`src/rtl/seq_detect_fsm.sv`:
```
// Serial pattern detector: KMP-style prefix FSM, overlap/non-overlap, saturating hit counter.
// Latency: Mealy z in the same cycle as the completing bit, Moore z one cycle later; no backpressure (en qualifies each bit).
module seq_detect_fsm #(
  parameter int                   PATTERN_W = 4,
  parameter logic [PATTERN_W-1:0] PATTERN   = 4'b1011,
  parameter bit                   OVERLAP   = 1'b1,
  parameter bit                   MOORE     = 1'b0,
  parameter int                   CNT_W     = 8,
  parameter int                   SW        = $clog2(PATTERN_W)
) (
  input  logic             clk,
  input  logic             rst,
  input  logic             en,
  input  logic             a,
  input  logic             cnt_clr,
  output logic [SW-1:0]    pres_st,
  output logic             z,
  output logic [CNT_W-1:0] match_cnt
);

  // Bit idx of PATTERN, counted from the LSB; shifting avoids wide index expressions.
  function automatic bit pbit(input int idx);
    logic [PATTERN_W-1:0] t;
    t = PATTERN >> idx;
    return t[0];
  endfunction

  // Longest proper pattern prefix that is a suffix of (first s pattern bits, then bit b).
  function automatic int prefix_after(input int s, input int b);
    int best;
    best = 0;
    for (int k = 1; k <= s + 1; k++) begin
      if (k < PATTERN_W) begin
        bit ok;
        ok = 1'b1;
        for (int i = 0; i < k; i++) begin
          int j;
          bit sb;
          j  = s + 1 - k + i;
          sb = (j == s) ? b[0] : pbit(PATTERN_W - 1 - j);
          if (sb != pbit(PATTERN_W - 1 - i)) ok = 1'b0;
        end
        if (ok) best = k;
      end
    end
    return best;
  endfunction

  // Longest proper prefix of the whole pattern that is also its suffix.
  function automatic int restart_state();
    int best;
    best = 0;
    for (int k = 1; k < PATTERN_W; k++) begin
      bit ok;
      ok = 1'b1;
      for (int i = 0; i < k; i++) begin
        if (pbit(PATTERN_W - 1 - i) != pbit(k - 1 - i)) ok = 1'b0;
      end
      if (ok) best = k;
    end
    return best;
  endfunction

  localparam logic [SW-1:0] LAST_ST    = SW'(PATTERN_W - 1);
  localparam logic [SW-1:0] RESTART_ST = OVERLAP ? SW'(restart_state()) : '0;

  logic [SW-1:0] nxt_tbl [PATTERN_W][2];

  for (genvar gs = 0; gs < PATTERN_W; gs++) begin : g_tbl
    for (genvar gb = 0; gb < 2; gb++) begin : g_bit
      localparam int NXT = prefix_after(gs, gb);
      assign nxt_tbl[gs][gb] = SW'(NXT);
    end
  end

  logic             hit;
  logic             z_q;
  logic [SW-1:0]    st_nxt;
  logic [CNT_W-1:0] cnt_nxt;

  // A bit presented together with rst never counts as a hit.
  assign hit = en & ~rst & (pres_st == LAST_ST) & (a == PATTERN[0]);
  assign z   = MOORE ? z_q : hit;

  always_comb begin
    st_nxt  = pres_st;
    cnt_nxt = match_cnt;
    if (en) begin
      st_nxt = hit ? RESTART_ST : nxt_tbl[pres_st][a];
    end
    if (cnt_clr) begin
      cnt_nxt = '0;
    end else if (hit && (match_cnt != {CNT_W{1'b1}})) begin
      cnt_nxt = match_cnt + 1'b1;
    end
  end

  always_ff @(posedge clk) begin
    if (rst) begin
      pres_st   <= '0;
      match_cnt <= '0;
      z_q       <= 1'b0;
    end else begin
      pres_st   <= st_nxt;
      match_cnt <= cnt_nxt;
      z_q       <= hit;
    end
  end

endmodule

```
`config.mk`:
```
export PLATFORM = sky130hd
export DESIGN_NAME = seq_detect_fsm
export DESIGN_NICKNAME = d
export VERILOG_FILES = /design/src/rtl/seq_detect_fsm.sv
export SDC_FILE = /design/constraint.sdc
export NUM_CORES = 1
export LEC_CHECK = 0
export ABC_AREA = 1
export CAP_MARGIN = 15
export CORE_AREA = 2 2 39 41
export DETAILED_ROUTE_END_ITERATION = 8
export DIE_AREA = 0 0 41 43
export GPL_ROUTABILITY_DRIVEN = 0
export GPL_TIMING_DRIVEN = 0
export PLACE_DENSITY = 0.85
export SYNTH_ARGS = -nofsm -noshare
export SYNTH_HDL_FRONTEND = slang
export SYNTH_SLANG_ARGS = --single-unit
export TNS_END_PERCENT = 10
```
`constraint.sdc`:
```
create_clock -name clk -period 3.15 [get_ports clk]
set_input_delay 0.315 -clock clk [delete_from_list [all_inputs] [get_ports clk]]
set_output_delay 0.315 -clock clk [all_outputs]
set_load 0.05 [all_outputs]
```
Yosys cells after proc, flatten, opt, wreduce, memory -nomap -nowiden. Cells that the tools add are included.

ROM bits: 0. Logic and storage cells: 22. Memories: 0. Latch bits: 0. Register bits after elaboration: 10. Output and inout bits: 11. RAM bits: 0. Input bits: 5.

Shift operators: 0. Reductions and logical operators: 2. $lt $le $gt $ge: 2. $mul: 0. Bitwise logic cells: 6. Multiplexer cells: 7. $add $sub $neg: 1. Equal/unequal tests: 2. Div/mod/pow operators: 0.

Operators by type and width (number): $add 8x1->8 const B (1); $bmux 4 s2 (1); $mux 2 (4); $mux 4 (2); $ne 8x8->1 const B (1); $and 1x1->1 (3); $ge 3x3->1 const B (1); $not 2->3 (1); $eq 2x2->1 const B (1); $ge 2x2->1 const B (1); $not 1->2 (1); $reduce_or 2->1 (1); $logic_and 1x1->1 (1); $not 1->1 (1).

Depth between registers and ports, before layout. Gate-level depths: netlist of run 1.

Depth after elaboration: 8. Mapped depth: 9. Depth with buffers taken out: 9.

Least setup slack after synthesis of run 1. No wires, ideal clock.

Kind: register to register. Start point: reg match_cnt[0]. End point: reg match_cnt[1]. Slack: 1.507 ns. Path buffers: 0. Clock period less this slack: 1.643 ns. Cell stages (with the launch flop): 9. Data required time: 3.034 ns. Data arrival time: 1.527 ns. Library setup time: 0.116 ns. Cells stage by stage: dfxtp_1 ha_1 nand2_2 nor2_4 nand2_4 nand2_4 inv_4 nor2_1 nor2_1.

Cells in the longest elaborated chain, start to end: 2. Elaborated cells on any way between the ends: 3. Classes of those cells: 1 x add/sub; 1 x eq/ne; 1 x reduce/logical.

Ends and longest elaborated chain: from (decl) (RTL line 18) `output logic [CNT_W-1:0] match_cnt`; from (signal assigned) (RTL line 105) `match_cnt <= cnt_nxt;`; branches (longest 2 deep; another with $add 8x1->8).

Parallel ways; which one is timed is not known. A chain may end at the register's enable or synchronous reset.

Worst setup path in the final report of run 1.
Start point: in en. End point: out z.

Cells in the longest elaborated chain, start to end: 3.

Ends and longest elaborated chain: from (decl) (RTL line 13) `input logic en,`; $and 1x1->1 (3 in series) (RTL line 82) `assign hit = en & ~rst & (pres_st == LAST_ST) & (a == PATTERN[0]);`; to (decl) (RTL line 17) `output logic z,`.

No other way between the ends.

==> flow_metrics.env, run 1 <==
export IMPL_num_antenna_cells=0
export IMPL_pwr_share_comb_pct=10.3
export IMPL_grt_pass1_vias=477
export IMPL_netlist_area_sq_um=581.8
export IMPL_root_buffer="clkbuf_4"
export IMPL_whs_path_depth=2
export IMPL_grt_util_all_layers_pct=15.29
export IMPL_rsz0062_at_grt="false"
export IMPL_pwr_share_clk_pct=35.4
export IMPL_drive_gt1_share_pct=14.43
export IMPL_relSlewSlack_pct=67.01
export IMPL_slew_viol_final=0
export IMPL_fin_util_pct=55.97
export IMPL_fmax_ghz=0.4250
export IMPL_power_share_switching_pct=23.61
export IMPL_synth_edff_count=0
export IMPL_path_buf_inv=2
export IMPL_p_leak_nw=0.3543
export IMPL_synth_nets=85
export IMPL_cp_num_cells=4
export IMPL_synth_ff_type="dfxtp_1"
export IMPL_grt_overflow=0
export IMPL_crit_family="buffers and inverters"
export IMPL_avgRoutedWirePerCell_microns=9.947
export IMPL_yosysUniqueCellTypes=20
export IMPL_synthesis_instances=79
export IMPL_portBuffers=15
export IMPL_coreArea_sq_um=1384
export IMPL_cp_data_required_time_ns=2.83
export IMPL_synth_most_common_cell="nand2_1"
export IMPL_yosysTopAreaCell="dfxtp_1"
export IMPL_path_common_cell="clkdlybuf4s50_1"
export IMPL_yosysTopAreaCellShare_pct=34.41
export IMPL_post_cts_buffers=0
export IMPL_powerDensity_nw_per_um2=308.4
export IMPL_dpl_cell_area_sq_um=752.0
export IMPL_critPathLaunchType="input pin"
export IMPL_synthMuxAreaShare_pct=0
export IMPL_dpl_hpwl_microns=858.4
export IMPL_drc=0
export IMPL_yosysWarnings=0
export IMPL_dr_pass1_iters=3
export IMPL_syn_avg_cell_area_sq_um=7.365
export IMPL_clkSinkCount=10
export IMPL_fin_worst_skew_ns=0.01044
export IMPL_fin_area_sq_um=774.5
export IMPL_crit_chain="clkdlybuf4s50_1 > nand2_1 > nor2_8 > clkdlybuf4s50_1"
export IMPL_finalSetupViolCount=0
export IMPL_slowest_stage="clkdlybuf4s50_1"
export IMPL_synth_xor_xnor_area_share_pct=3.011
export IMPL_io_pins=16
export IMPL_r2r_cells=9
export IMPL_p_int_mw=0.1825
export IMPL_status="finished clean"
export IMPL_ys_top_cells_by_count="16 x nand2_1, 12 x nor2_1, 11 x inv_1"
export IMPL_finalHoldViolations=0
export IMPL_p_sw_mw=0.05641
export IMPL_seq_power_share_pct=54.3
export IMPL_detail_route_antenna_nets=0
export IMPL_async_reset_ff_share_pct=0
export IMPL_antenna_found_initial=0
export IMPL_avgViaCountPerCell=4.726
export IMPL_maxCapViolCount=0
export IMPL_finalWirelength_microns=1124
export IMPL_cts_tree="yes"
export IMPL_p_total_mw=0.2389
export IMPL_die_height_microns=43
export IMPL_synthAdderAreaFrac_pct=2.151
export IMPL_critPathMaxStageDelay_ns=0.83
export IMPL_cts_htree_levels=1
export IMPL_clock_latency_ns=0.26
export IMPL_vdd_drop_max_mv=0.2353
export IMPL_timing_final_crit_share_pct=74.70
export IMPL_worst_endpoint_arrival_ns=2.04
export IMPL_end_kind="primary output"
export IMPL_tns_ns=0
export IMPL_fill_cells=130
export IMPL_dieArea_sq_um=1763
export IMPL_cts_resized=0
export IMPL_critPathMaxFanout=10
export IMPL_die_w_microns=41
export IMPL_clk_path_buf_depth=2
export IMPL_nets=105
export IMPL_ctsHoldBuffers=0
export IMPL_synth_seq_cells=10
export IMPL_fp_row_count=14
export IMPL_synth_seq_area_share_pct=34.41
export IMPL_numCtsBuffers=3
export IMPL_synth_top_family_by_area="simple AND/OR/NAND/NOR gates"
export IMPL_drtIter0Drc=10
export IMPL_crit_type="in2out"
export IMPL_grt_max_degree=11
export IMPL_finalCriticalPeriod_ns=2.353
export IMPL_areaGrowthSynthToFinish_pct=33.12
export IMPL_synth_compound_area_share_pct=7.957
export IMPL_initial_core_util_pct=42.04
export IMPL_via_count=534
export IMPL_worst_slew_pin_slew_ns=0.4933
export IMPL_synthTopCellsByArea="dfxtp_1 34%, nand2_1 10%, nor2_1 7.7%, inv_1 7.1%, nor2_8 6.9%"
export IMPL_yosys_area_share_simple_pct=44.30
export IMPL_min_path_type="reg2reg"
export IMPL_grt_pass1_wl_microns=1800
export IMPL_clk_pin_slew_ns=0.07
-- worst register-to-register path: stages, from the launching register on --
cell     delay [ns]
dfxtp_1        0.41
ha_1           0.26
nand2_2        0.11
nor2_4         0.12
nand2_4        0.09
nand2_4        0.09
inv_4          0.04
nand2_2        0.04
nand2_1        0.04
nor2_1         0.09
-- cell families (layout without fill, tap and decap cells) --
group | Yosys count | after routing
simple gates | 46 | 46
flops | 10 | 10
compound gates | 8 | 8
fa+ha+maj | 1 | 1
xor+xnor | 2 | 2
buf+inv | 12 | 30
-- path summary, 6_finish.rpt --
path	endpoint	slack, ns	start
worst max register to register	match_cnt[0]	1.79	match_cnt[0]
worst min-delay path	match_cnt[7]	0.50	match_cnt[7]
worst min register to register	match_cnt[7]	0.50	match_cnt[7]
worst max-delay path	z	0.80	en
-- sequential cells by signal (all words and copies together), names as in the netlist --
| name | cells |
|---|---|
| match_cnt | 8 |
| pres_st | 2 |
-- through the flow --
stage | std cells | hold slack, ns | setup slack, ns
6_report | 113 | 0.4962 | 0.7969
5_1_grt | 113 | 0.5234 | 0.7449
4_1_cts | 113 | 0.5020 | 0.8038
3_5_place_dp | 110 | 0.4848 | 0.8051
3_3_place_gp | 110 | 0.4782 | 0.8278
2_1_floorplan | 79 | 0.4714 | 1.507
-- cell type report --
class / instances / area, sq um / area share (%)
Multi-Input combinational cell: 57 / 334.1 / 43.13
Sequential cell: 10 / 200.2 / 25.85
Timing Repair Buffer: 15 / 150.1 / 19.39
Inverter: 12 / 47.55 / 6.139
Clock buffer: 3 / 22.52 / 2.908
Tap cell: 16 / 20.02 / 2.585
-- layout by cell type (no fill, tap or decap) --
master,netlist,layout
nand2_1,16,16
clkdlybuf4s50_1,0,15
nor2_1,12,12
inv_1,11,11
dfxtp_1,10,10
nand3_1,4,4
a21oi_1,4,4
nand2_2,3,3
nand4_1,3,3
clkbuf_4,0,3
nor2_8,2,2
nand2_4,2,2
xor2_1,2,2
o21ai_0,2,2
nand3_2,1,1
nor2_4,1,1
inv_4,1,1
or2_2,1,1
o211a_1,1,1
nor3_1,1,1
a31oi_1,1,1
ha_1,1,1
-- per-layer routing --
metal	vias to the layer above	global-route usage, %	part of all wire [%]	routed length, microns
met5	-	0	0	0
met4	0	4.000	0.89	10
met3	2	7.853	4.0	45
met2	10	24.38	47	530
met1	232	17.15	48	537
li1	290	-	-	-
-- power by group through the flow --
| stage | clock network (mW) | logic, mW | registers, mW |
|---|---|---|---|
| 3_5_place_dp | 0 | 0.0247 | 0.132 |
| 2_1_floorplan | 0 | 0.00824 | 0.138 |
| 3_3_place_gp | 0 | 0.0242 | 0.133 |
| 6_report | 0.0845 | 0.0246 | 0.130 |
| 4_1_cts | 0.0890 | 0.0247 | 0.130 |
| 5_1_grt | 0.0950 | 0.0267 | 0.130 |
(Power assumes the default switching activity.)
==> run 2, diff against run 1 <==
--- a/config.mk
+++ b/config.mk
@@ -7,12 +7,12 @@
 export LEC_CHECK = 0
 export ABC_AREA = 1
 export CAP_MARGIN = 15
-export CORE_AREA = 2 2 39 41
+export CORE_MARGIN = 2
+export CORE_UTILIZATION = 40
 export DETAILED_ROUTE_END_ITERATION = 8
-export DIE_AREA = 0 0 41 43
 export GPL_ROUTABILITY_DRIVEN = 0
 export GPL_TIMING_DRIVEN = 0
-export PLACE_DENSITY = 0.85
+export PLACE_DENSITY = 0.82
 export SYNTH_ARGS = -nofsm -noshare
 export SYNTH_HDL_FRONTEND = slang
 export SYNTH_SLANG_ARGS = --single-unit
==> constraint.sdc (replaced) <==
create_clock -name clk -period 2.01 [get_ports clk]
set_input_delay 0.201 -clock clk [delete_from_list [all_inputs] [get_ports clk]]
set_output_delay 0.201 -clock clk [all_outputs]
set_load 0.05 [all_outputs]
==> run 2 against run 1 <==
Compared with the run above:
- clock skew is 0.0037 ns lower
- die area is 0.72% higher
- non-clock buffer count stayed put
- total power is 58% higher
- register-to-register slack worse by 1.1 ns
- design area is 0.32% lower
- count of clock-buffer cells in the layout stayed put
- critical path type unchanged
==> flow_metrics.env, run 2 (same netlist as run 1, synthesis figures left out) <==
export IMPL_coreArea_sq_um=1334
export IMPL_timing_final_crit_share_pct=90.98
export IMPL_crit_type="in2out"
export IMPL_fill_cells=131
export IMPL_relSlewSlack_pct=66.86
export IMPL_root_buffer="clkbuf_4"
export IMPL_worst_endpoint_arrival_ns=1.63
export IMPL_p_total_mw=0.3767
export IMPL_dr_pass1_iters=4
export IMPL_antenna_found_initial=0
export IMPL_seq_power_share_pct=53.9
export IMPL_largest_reg_flops=8
export IMPL_clock_latency_ns=0.27
export IMPL_io_pins=16
export IMPL_num_antenna_cells=0
export IMPL_clk_path_buf_depth=2
export IMPL_detail_route_antenna_nets=0
export IMPL_tns_ns=0
export IMPL_cts_htree_levels=1
export IMPL_critPathLaunchType="input pin"
export IMPL_drc=0
export IMPL_powerDensity_nw_per_um2=488.0
export IMPL_slowest_stage="dlygate4sd2_1"
export IMPL_fp_row_count=13
export IMPL_cts_resized=1
export IMPL_grt_max_degree=11
export IMPL_min_path_type="reg2reg"
export IMPL_final_common_cell="nand2_1"
export IMPL_rsz0062_at_grt="false"
export IMPL_grt_pass1_vias=533
export IMPL_pwr_share_comb_pct=10.2
export IMPL_finalCriticalPeriod_ns=1.829
export IMPL_initial_core_util_pct=43.62
export IMPL_portBuffers=15
export IMPL_numCtsBuffers=3
export IMPL_ctsHoldBuffers=0
export IMPL_finalSetupViolCount=0
export IMPL_dpl_hpwl_microns=886.2
export IMPL_pwr_share_clk_pct=35.8
export IMPL_die_height_microns=42.14
export IMPL_p_leak_nw=0.3592
export IMPL_drtIter0Drc=9
export IMPL_crit_chain="clkdlybuf4s50_1 > nand2_1 > nor2_8 > dlygate4sd2_1"
export IMPL_die_w_microns=42.14
export IMPL_via_count=557
export IMPL_end_kind="primary output"
export IMPL_cts_tree="yes"
export IMPL_p_int_mw=0.2862
export IMPL_grt_util_all_layers_pct=15.90
export IMPL_reg_top3="match_cnt (8), pres_st (2)"
export IMPL_p_sw_mw=0.09054
export IMPL_dieArea_sq_um=1776
export IMPL_avgRoutedWirePerCell_microns=11.06
export IMPL_fmax_ghz=0.5468
export IMPL_status="finished clean"
export IMPL_areaGrowthSynthToFinish_pct=32.69
export IMPL_vdd_drop_max_mv=0.2755
export IMPL_worst_slew_pin_slew_ns=0.4956
export IMPL_nets=105
export IMPL_grt_overflow=0
export IMPL_power_share_switching_pct=24.03
export IMPL_fin_worst_skew_ns=0.006755
export IMPL_avgViaCountPerCell=4.973
export IMPL_cp_data_required_time_ns=1.81
export IMPL_slew_viol_final=0
export IMPL_post_cts_buffers=0
export IMPL_clk_pin_slew_ns=0.06
export IMPL_drive_gt1_share_pct=14.43
export IMPL_path_buf_inv=2
export IMPL_finalWirelength_microns=1239
export IMPL_crit_family="buffers and inverters"
export IMPL_clkSinkCount=10
export IMPL_grt_pass1_wl_microns=2139
export IMPL_maxCapViolCount=0
export IMPL_final_cell_mix="16 x nand2_1, 14 x clkdlybuf4s50_1, 12 x nor2_1, 11 x inv_1, 10 x dfxtp_1"
export IMPL_finalHoldViolations=0
export IMPL_regMostFlops="match_cnt"
export IMPL_critPathMaxFanout=10
export IMPL_critPathMaxStageDelay_ns=0.55
==> run 2: cell count changes in the layout (fill, tap and decap cells not counted), sizes merged <==
cell / before / now
clkdlybuf4s50: 15 / 14
dlygate4sd2: 0 / 1
==> run 2: worst paths after layout <==
path / depth (start not counted) / slack [ns] / end / startpoint
hold / removal: 2 / 0.50 / pres_st[1] / pres_st[1]
setup reg to reg: 8 / 0.67 / match_cnt[0] / match_cnt[0]
setup / recovery: 4 / 0.18 / z / en
hold reg to reg: 2 / 0.50 / pres_st[1] / pres_st[1]
==> run 2: cell type report <==
| class | instances | area (sq um) | share of cell area [%] |
|---|---|---|---|
| clock buffer | 3 | 22.52 | 2.917 |
| inverter | 12 | 47.55 | 6.159 |
| multi-input combinational | 57 | 334.1 | 43.27 |
| sequential | 10 | 200.2 | 25.93 |
| tap | 15 | 18.77 | 2.431 |
| timing repair buffer | 15 | 148.9 | 19.29 |
==> run 2: per-stage QoR <==
step	setup WS (ns)	cells	area, sq um	utilization, %	hold WS (ns)
after floorplan	0.3674	79	581.8	-	0.3574
after global placement	-0.08950	109	750.7	56.29	0.4868
after detailed placement	-0.09722	109	750.7	56.29	0.4934
after CTS	0.1824	112	772.0	57.88	0.5029
after global routing	0.1109	112	772.0	57.88	0.5319
final	0.1812	112	772.0	57.88	0.5000
==> run 2: metal layers <==
| layer | track usage, % | vias to the layer above | share of wire, % |
|---|---|---|---|
| met5 | 0 | - | 0 |
| met4 | 8.750 | 0 | 2.1 |
| met3 | 8.621 | 4 | 7.6 |
| met2 | 24.38 | 15 | 44 |
| met1 | 17.45 | 252 | 47 |
| li1 | - | 286 | - |
==> run 2: worst reg2reg max path, delay by kind of cell (launching register included) <==
family        cells  cell delay, ns
fa+ha+maj         1            0.25
buf+inv           1            0.05
simple gates      6            0.54
flops             1            0.40
==> run 2: power groups by stage <==
stage	sequential (mW)	clock (mW)	combinational [mW]
final	0.203	0.135	0.0386
after global routing	0.203	0.154	0.0418
after CTS	0.203	0.141	0.0390
after detailed placement	0.208	0	0.0390
after global placement	0.208	0	0.0383
after floorplan	0.217	0	0.0129
==> run 3, diff against run 2 <==
--- a/config.mk
+++ b/config.mk
@@ -12,6 +12,7 @@
 export DETAILED_ROUTE_END_ITERATION = 8
 export GPL_ROUTABILITY_DRIVEN = 0
 export GPL_TIMING_DRIVEN = 0
+export MAX_ROUTING_LAYER = met4
 export PLACE_DENSITY = 0.82
 export SYNTH_ARGS = -nofsm -noshare
 export SYNTH_HDL_FRONTEND = slang
==> run 3 against run 2 <==
Compared with the run above:
- critical path depth unchanged
- via count is the same
- critical endpoint unchanged
- global-route usage rose by 0.44 points
- critical path type unchanged
- die area did not move
- largest cell class unchanged
==> flow_metrics.env, run 3 (same netlist as run 1, synthesis figures left out) <==
export IMPL_status="finished clean"
export IMPL_seq_power_share_pct=54.0
export IMPL_largest_reg_flops=8
export IMPL_via_count=557
export IMPL_cts_tree="yes"
export IMPL_clk_pin_slew_ns=0.06
export IMPL_portBuffers=15
export IMPL_crit_type="in2out"
export IMPL_grt_pass1_wl_microns=2139
export IMPL_worst_endpoint_arrival_ns=1.63
export IMPL_clk_path_buf_depth=2
export IMPL_reg_top3="match_cnt (8), pres_st (2)"
export IMPL_grt_util_all_layers_pct=16.33
export IMPL_powerDensity_nw_per_um2=487.5
export IMPL_min_path_type="reg2reg"
export IMPL_grt_overflow=0
export IMPL_fin_worst_skew_ns=0.006769
export IMPL_dieArea_sq_um=1776
export IMPL_avgViaCountPerCell=4.973
export IMPL_dr_pass1_iters=4
export IMPL_worst_slew_pin_slew_ns=0.4961
export IMPL_coreArea_sq_um=1334
export IMPL_nets=105
export IMPL_root_buffer="clkbuf_4"
export IMPL_crit_chain="clkdlybuf4s50_1 > nand2_1 > nor2_8 > dlygate4sd2_1"
export IMPL_vdd_drop_max_mv=0.2755
export IMPL_critPathLaunchType="input pin"
export IMPL_critPathMaxStageDelay_ns=0.55
export IMPL_num_antenna_cells=0
export IMPL_post_cts_buffers=0
export IMPL_critPathMaxFanout=10
export IMPL_timing_final_crit_share_pct=90.87
export IMPL_tns_ns=0
export IMPL_slowest_stage="dlygate4sd2_1"
export IMPL_pwr_share_clk_pct=35.8
export IMPL_p_int_mw=0.2862
export IMPL_finalWirelength_microns=1232
export IMPL_cp_data_required_time_ns=1.81
export IMPL_finalSetupViolCount=0
export IMPL_regMostFlops="match_cnt"
export IMPL_avgRoutedWirePerCell_microns=11.00
export IMPL_dpl_hpwl_microns=886.2
export IMPL_clock_latency_ns=0.26
export IMPL_io_pins=16
export IMPL_rsz0062_at_grt="false"
export IMPL_drtIter0Drc=9
export IMPL_antenna_found_initial=0
export IMPL_maxCapViolCount=0
export IMPL_drc=0
export IMPL_final_common_cell="nand2_1"
export IMPL_path_buf_inv=2
export IMPL_fp_row_count=13
export IMPL_pwr_share_comb_pct=10.2
export IMPL_reg2reg_slack_ns=0.67
export IMPL_r2r_cells=8
export IMPL_die_height_microns=42.14
export IMPL_fmax_ghz=0.5475
export IMPL_end_kind="primary output"
export IMPL_cts_htree_levels=1
export IMPL_worst_slack_ns=0.1835
export IMPL_final_cell_mix="16 x nand2_1, 14 x clkdlybuf4s50_1, 12 x nor2_1, 11 x inv_1, 10 x dfxtp_1"
export IMPL_power_share_switching_pct=23.96
export IMPL_p_sw_mw=0.09017
export IMPL_clkSinkCount=10
export IMPL_numCtsBuffers=3
export IMPL_grt_pass1_vias=533
export IMPL_initial_core_util_pct=43.62
export IMPL_slew_viol_final=0
export IMPL_finalCriticalPeriod_ns=1.827
export IMPL_finalHoldViolations=0
export IMPL_relSlewSlack_pct=66.82
export IMPL_grt_max_degree=11
export IMPL_pre_cts_ws_ns=-0.09722
export IMPL_die_w_microns=42.14
export IMPL_crit_family="buffers and inverters"
export IMPL_whs_path_depth=2
export IMPL_cp_num_cells=4
export IMPL_detail_route_antenna_nets=0
export IMPL_p_leak_nw=0.3592
export IMPL_areaGrowthSynthToFinish_pct=32.69
export IMPL_drive_gt1_share_pct=14.43
## run 3: cell counts in the layout (fill, tap and decap cells not counted)
Identical to the previous run, type by type.
## run 3: layer usage
| metal | track usage (%) | wire length [microns] | vias to the layer above |
|---|---|---|---|
| li1 | - | - | 286 |
| met3 | 8.190 | 84 | 4 |
| met4 | 8.750 | 27 | 0 |
| met5 | - | 0 | - |
| met2 | 24.38 | 542 | 18 |
| met1 | 17.71 | 578 | 249 |
## run 3: power groups by stage
stage / logic, mW / clock network, mW / registers (mW)
6_report: 0.0386 / 0.135 / 0.203
2_1_floorplan: 0.0129 / 0 / 0.217
4_1_cts: 0.0390 / 0.141 / 0.203
3_3_place_gp: 0.0383 / 0 / 0.208
3_5_place_dp: 0.0390 / 0 / 0.208
5_1_grt: 0.0418 / 0.154 / 0.203
## run 3: cell type report
type / instances / area (sq um)
multi-input cells: 57 / 334.1
inverters: 12 / 47.55
well taps: 15 / 18.77
fillers: 131 / 561.8
flip-flops and latches: 10 / 200.2
clock buffers: 3 / 22.52
repair buffers: 15 / 148.9
## run 3: timing repair
action / in CTS / in global routing
resized for setup: 1 / 0
setup endpoints to repair: 1 / 0
hold buffers: 0 / 0
## run 3: stage by stage
step	power, mW	cell area (sq um)	hold WS, ns	utilization (%)	instances
floorplan	0.2297	581.8	0.3574	-	79
global placement	0.2458	750.7	0.4868	56.29	109
detailed placement	0.2466	750.7	0.4934	56.29	109
CTS	0.3833	772.0	0.5029	57.88	112
global route	0.3989	772.0	0.5319	57.88	112
finish	0.3763	772.0	0.5001	57.88	112
## run 3: final timing paths
check,startpoint,end
min,pres_st[1],pres_st[1]
max reg2reg,match_cnt[0],match_cnt[0]
min reg2reg,pres_st[1],pres_st[1]
max,en,z
## run 3: worst min-delay path: stages, from the launching register on
cell	delay, ns
dfxtp_1	0.33
nand2_1	0.07
a21oi_1	0.06
